## config.mk

```make
export PLATFORM = sky130hd
export DESIGN_NAME = sum_accumulator
export DESIGN_NICKNAME = d
export VERILOG_FILES = /design/src/rtl/sum_accumulator.sv
export SDC_FILE = /design/constraint.sdc
export NUM_CORES = 1
export LEC_CHECK = 0
export CELL_PAD_IN_SITES_DETAIL_PLACEMENT = 0
export CELL_PAD_IN_SITES_GLOBAL_PLACEMENT = 2
export CORE_ASPECT_RATIO = 1.1
export CORE_MARGIN = 1
export CORE_UTILIZATION = 30
export DETAILED_ROUTE_END_ITERATION = 6
export GPL_TIMING_DRIVEN = 0
export PLACE_DENSITY = 0.77
export SYNTH_ARGS = -nofsm -noshare
export SYNTH_HDL_FRONTEND = slang
export SYNTH_SLANG_ARGS = --single-unit
```

## constraint.sdc

```tcl
create_clock -name clock_reset -period 2.4 [get_ports clock_reset]
set_clock_uncertainty 0.2 [all_clocks]
set_input_delay 0.24 -clock clock_reset [delete_from_list [all_inputs] [get_ports clock_reset]]
set_output_delay 0.24 -clock clock_reset [all_outputs]
set_load 0.02 [all_outputs]
```

## src/rtl/sum_accumulator.sv

```systemverilog
// sum_accumulator: sums COUNT unsigned DATA_WIDTH samples into an ACC_WIDTH
// total (modulo 2^ACC_WIDTH) with a sticky carry-out flag, and presents each
// completed total on a valid/ready output port.
//
// Handshake semantics (both ports): a transfer happens on a rising clock edge
// where valid and ready are both high. in_ready is 1 while accumulating; while a
// result is held it mirrors out_ready, so a new window can open in the same
// cycle the result is taken. out_data/out_overflow stay stable while out_valid
// is high, and keep their last value after the take; only out_valid qualifies
// them. in_ready is forced low while reset is asserted.
module sum_accumulator #(
    parameter int DATA_WIDTH = 4,
    parameter int ACC_WIDTH  = 8,
    parameter int COUNT      = 4
) (
    input  logic [1:0]            clock_reset,
    input  logic                  in_valid,
    input  logic [DATA_WIDTH-1:0] in_data,
    output logic                  in_ready,
    output logic                  out_valid,
    output logic [ACC_WIDTH-1:0]  out_data,
    output logic                  out_overflow,
    input  logic                  out_ready
);

    localparam int CW = $clog2(COUNT + 1);
    localparam logic [CW-1:0] LAST = CW'(COUNT - 1);

    typedef enum logic {
        ACCUM = 1'b0,
        HOLD  = 1'b1
    } state_t;

    logic clk;
    logic rst;

    state_t               state;
    state_t               state_nxt;
    logic [ACC_WIDTH-1:0] acc;
    logic [ACC_WIDTH-1:0] acc_nxt;
    logic [CW-1:0]        cnt;
    logic [CW-1:0]        cnt_nxt;
    logic                 ovf;
    logic                 ovf_nxt;
    logic [ACC_WIDTH-1:0] out_data_q;
    logic [ACC_WIDTH-1:0] out_data_nxt;
    logic                 out_ovf_q;
    logic                 out_ovf_nxt;

    logic                 accept;
    logic                 take;
    logic [ACC_WIDTH:0]   sum_ext;
    logic                 sum_ovf;

    assign clk = clock_reset[0];
    assign rst = clock_reset[1];

    // Handshake outputs derived from the current state.
    assign out_valid    = (state == HOLD);
    assign in_ready     = !rst && ((state == ACCUM) || out_ready);
    assign out_data     = out_data_q;
    assign out_overflow = out_ovf_q;

    assign accept = in_valid & in_ready;
    assign take   = out_valid & out_ready;

    // acc/cnt/ovf are cleared on every completion, so while a result is held
    // they already describe an empty window and the same adder serves both
    // a plain accept and an accept in the take cycle.
    assign sum_ext = {1'b0, acc} + {{(ACC_WIDTH + 1 - DATA_WIDTH){1'b0}}, in_data};
    assign sum_ovf = ovf | sum_ext[ACC_WIDTH];

    // Next-state and datapath update: close a window on its last accept,
    // otherwise fold the sample into the running total.
    always_comb begin
        state_nxt    = state;
        acc_nxt      = acc;
        cnt_nxt      = cnt;
        ovf_nxt      = ovf;
        out_data_nxt = out_data_q;
        out_ovf_nxt  = out_ovf_q;

        if (state == ACCUM || take) begin
            state_nxt = ACCUM;
            if (accept) begin
                if (cnt == LAST) begin
                    out_data_nxt = sum_ext[ACC_WIDTH-1:0];
                    out_ovf_nxt  = sum_ovf;
                    acc_nxt      = '0;
                    cnt_nxt      = '0;
                    ovf_nxt      = 1'b0;
                    state_nxt    = HOLD;
                end else begin
                    acc_nxt = sum_ext[ACC_WIDTH-1:0];
                    cnt_nxt = cnt + 1'b1;
                    ovf_nxt = sum_ovf;
                end
            end
        end
    end

    // State register with synchronous reset; reset drops any partial window
    // and any pending result.
    always_ff @(posedge clk) begin
        if (rst) begin
            state      <= ACCUM;
            acc        <= '0;
            cnt        <= '0;
            ovf        <= 1'b0;
            out_data_q <= '0;
            out_ovf_q  <= 1'b0;
        end else begin
            state      <= state_nxt;
            acc        <= acc_nxt;
            cnt        <= cnt_nxt;
            ovf        <= ovf_nxt;
            out_data_q <= out_data_nxt;
            out_ovf_q  <= out_ovf_nxt;
        end
    end

endmodule

```

Yosys cells after proc, flatten, opt, wreduce, memory -nomap -nowiden --
Cells that the tools add are included.
Operators by class: add/sub/neg operators 2, bitwise operators 4, multiplexer cells 5, equal/unequal tests 1, reductions and logical operators 6
Operator list (number):
- adder 8 x 4 -> 9 bit | 1
- two-way mux 8 bit | 1
- adder 3 x 1 -> 3 bit (second input constant) | 1
- == test 3 x 2 -> 1 bit (second input constant) | 1
- two-way mux 1 bit | 3
- two-way mux 3 bit | 1
- AND reduction 3 bit | 1
- AND 1 bit | 2
- logical OR 1 bit | 2
- AND reduction 2 bit | 1
- logical AND 1 bit | 1
- logical NOT 1 bit | 1
- NOT 1 bit | 1
- OR 1 bit | 1
Word-level totals: output and inout bits 11, bits in registers 22, logic and storage cells 24, input bits 8

Longest topological paths before layout --
word-level depth 5, depth in mapped cells 8, mapped depth without buffers 8

Least setup slack after synthesis --
Ideal clock, no wire load.
path type reg2reg, start point reg acc[0], end point reg out_data_q[6] (netlist: out_data[6]), buffers on the path 0, required time 2.114 ns, period minus slack after synthesis 1.916 ns, data arrival time 1.631 ns, library setup time 0.086 ns, path slack 0.484 ns, stages on the path, launching flop included 9, cell sequence dfxtp_1 ha_1 inv_1 fa_1 and2b_1 o21ai_2 a21oi_2 xnor2_1 a211oi_1
Between the ends: longest elaborated chain between the ends 1
RTL lines:
- start: declaration | line 39 | logic [ACC_WIDTH-1:0] acc;
- start signal: assignment | line 114 | acc <= acc_nxt;
- adder 8 x 4 -> 9 bit | line 70 | assign sum_ext = {1'b0, acc} + {{(ACC_WIDTH + 1 - DATA_WIDTH){1'b0}}, in_data};
- end signal: assignment | line 117 | out_data_q <= out_data_nxt;
- end: declaration | line 45 | logic [ACC_WIDTH-1:0] out_data_q;
Every way passes these cells. A chain may end at the register's enable or synchronous reset.

==> impl_metrics.csv <==
group,metric,value,unit
outcome,status,"finished, violations left",
outcome,failed_checks,"hold timing",
global_routing,grt_first_pass_wirelength,4450,um
power_and_ir_drop,switching_share,0.390,
setup_path,path_max_fanout,3,
job,maxCapViolCount,0,
placement,dpl.hpwl,1810,um
final_layout,layout.cells.most_common_list,"dfxtp_1, clkdlybuf4s50_1, nand2_1",
logic_synthesis,synth_xor_xnor_area_share,0.0415,
power_and_ir_drop,pwr-share-clk,0.638,
final_layout,drive_above_1_share,0.207,
power_and_ir_drop,ir_worst_vdd,0.622,mV
placement,place.gp.congestion,0.727,
power_and_ir_drop,powerDensity,1270,nW/um^2
global_routing,grt_max_degree,14,
floorplanning,die-area,3760,sq um
final_layout,nNetsFinal,177,
floorplanning,initial_core_util,0.314,
logic_synthesis,synth_fp_nets,141,
routing,first_iter_violations,67,
power_and_ir_drop,power_frac_comb,0.116,
final_layout,fill_cells,366,
logic_synthesis,yosysUniqueCellTypes,35,
floorplanning,num_rows,22,
logic_synthesis,synth-adder-area-share,0.0782,
routing,routed_wl,2660,um
sta,final_max_slew_viol_count,0,
logic_synthesis,syn_area_per_cell,8.32,sq um
sta,fin_ws,63.2,ps
final_layout,final_common_cell,"dfxtp_1",
setup_path,crit_path_start_kind,"clock port",
logic_synthesis,synth_mux_area_frac,0,
logic_synthesis,syn_inst,127,
setup_path,path_class,"clk2out",
placement,pre_cts_ws,-272,ps
floorplanning,fp.dieW,58.6,um
logic_synthesis,ys_ff_latch,22,
logic_synthesis,synth-edff-count,0,
clock_tree,cts_tree,"yes",
global_routing,antenna_found_initial,0,
clock_tree,clock_latency,330,ps
sta,setup_violations,0,
routing,drtPass1Iterations,4,
logic_synthesis,ys_seq_area_frac,0.417,
routing,antenna_left,0,
placement,io_buffer_count,17,
routing,wire_per_inst,12.6,um
routing,drc,0,
floorplanning,die_y,64.2,um
logic_synthesis,synth_top_area_share,0.417,
floorplanning,io_pins,19,
power_and_ir_drop,p_int,0.00115,W
global_routing,grt_remaining_overflow,0,
logic_synthesis,synth-compound-area-share,0.200,
logic_synthesis,synth_top_family_by_area,"simple AND/OR/NAND/NOR gates",
setup_path,worstPathRequired,1960,ps
logic_synthesis,yosysTopAreaCell,"dfxtp_1",
logic_synthesis,synthSimpleGateAreaFrac,0.220,
logic_synthesis,netlist_area,1060,sq um
logic_synthesis,synth_ff_type,"dfxtp_1",
sta,rsz0062_at_grt,"no",
power_and_ir_drop,seq_power_share,0.245,
logic_synthesis,yosys-top-cells-area,"dfxtp_1, a21oi_1, ha_1, nand2_1, nor2_1",
setup_path,crit_arrival,1900,ps
clock_tree,clk_pin_slew,130,ps
min_path,hold_class,"clk2reg",
sta,hold_slack,-191,ps
final_layout,antennaDiodeCount,0,
global_routing,grt_pass1_vias,1409,
sta,slew_headroom,0.745,
power_and_ir_drop,finalPower,0.00189,W
logic_synthesis,ys_async_sr_fraction,0,
power_and_ir_drop,p_sw,0.000738,W
final_layout,synthToLayoutAreaGrowth,41.5,%
placement,place_area,1290,sq um
power_and_ir_drop,leakage,0.567,nW
routing,route.vias.total,1050,
clock_tree,hold_buffers,0,
setup_path,critPathCaptureType,"primary output",
logic_synthesis,yosys_warnings,0,
routing,viasPerCell,4.95,
sta,tightest_slew,382,ps
floorplanning,coreArea,3360,sq um
global_routing,grt_use_total,0.178,
sta,hold_viol,4,
final_layout,fin_area,1490,sq um
==> metrics by stage <==
stage	utilization	TNS, ps	cells
6_report	0.445	0	212
5_1_grt	0.445	0	212
4_1_cts	0.434	0	210
3_5_place_dp	0.383	-347	192
3_3_place_gp	0.383	-347	192
2_1_floorplan	-	0	127
==> worst paths after layout <==
path,start,slack (ps),end,cells past startpoint
worst max-delay path,clock_reset[1],60,in_ready,6
worst min-delay path,clock_reset[1],-190,acc[7],3
worst max register to register,acc[0],250,out_data[6],8
worst min register to register,cnt[2],260,cnt[2],2
==> synth_stat cells (2+ instances only) <==
master     n
a21oi_1   13
nor3_1     4
xnor2_1    2
o21ai_1    3
a31oi_1    4
nand3_1    6
or3_1      2
nor2_1    12
clkbuf_1   2
dfxtp_1   22
xor2_1     3
buf_2      3
nand2_1   15
inv_1      5
ha_1       5
o21ai_0    4
a211oi_1   4
==> registers in the layout, summed over array words and instances (netlist names) <==
register / flops
out_data: 8
acc: 8
out_valid: 1
out_overflow: 1
ovf: 1
cnt: 3
==> area by class of cell <==
cell class | count | area [sq um] | area share
Multi-Input combinational cell | 94 | 588 | 0.394
Sequential cell | 22 | 440 | 0.295
Timing Repair Buffer | 16 | 160 | 0.107
Clock buffer | 17 | 145 | 0.0972
Tap cell | 48 | 60.1 | 0.0402
Clock inverter | 6 | 57.6 | 0.0385
Buffer | 4 | 23.8 | 0.0159
Inverter | 5 | 18.8 | 0.0126
==> timing repair <==
item | in CTS | in global routing
gates resized for setup | 9 | 6
hold endpoints to repair | 0 | 0
endpoints found under the setup margin | 8 | 9
pin swaps | 0 | 2
setup buffers | 0 | 2
==> metal layers <==
layer | track usage | up-vias | part of all wire | routed length (um)
li1 | - | 522 | - | -
met1 | 0.101 | 461 | 0.43 | 1150
met2 | 0.178 | 50 | 0.44 | 1180
met3 | 0.211 | 17 | 0.073 | 195
met4 | 0.342 | 0 | 0.048 | 129
met5 | 0.0159 | - | 0 | 0
==> cells by family after synthesis <==
logic type | Yosys count
flip-flops | 22
buffers and inverters | 11
AO/OA/AOI/OAI | 35
XOR/XNOR | 5
AND/OR/NAND/NOR | 48
adder cells (fa/ha/maj) | 6
==> power groups by stage <==
stage / logic (W) / clock network, W / registers [W]
floorplan: 0.000158 / 0.000307 / 0.000470
global placement: 0.000216 / 0.000338 / 0.000471
detailed placement: 0.000218 / 0.000338 / 0.000473
CTS: 0.000220 / 0.00117 / 0.000463
global route: 0.000250 / 0.00134 / 0.000471
finish: 0.000220 / 0.00121 / 0.000464
==> critical path, stage by stage <==
cell and delay [ps]:
clkbuf_4 110, clkbuf_4 130, clkbuf_4 160, inv_8 50, and2_1 110, buf_4 140
Note: power is estimated with default switching activity, not from simulation.
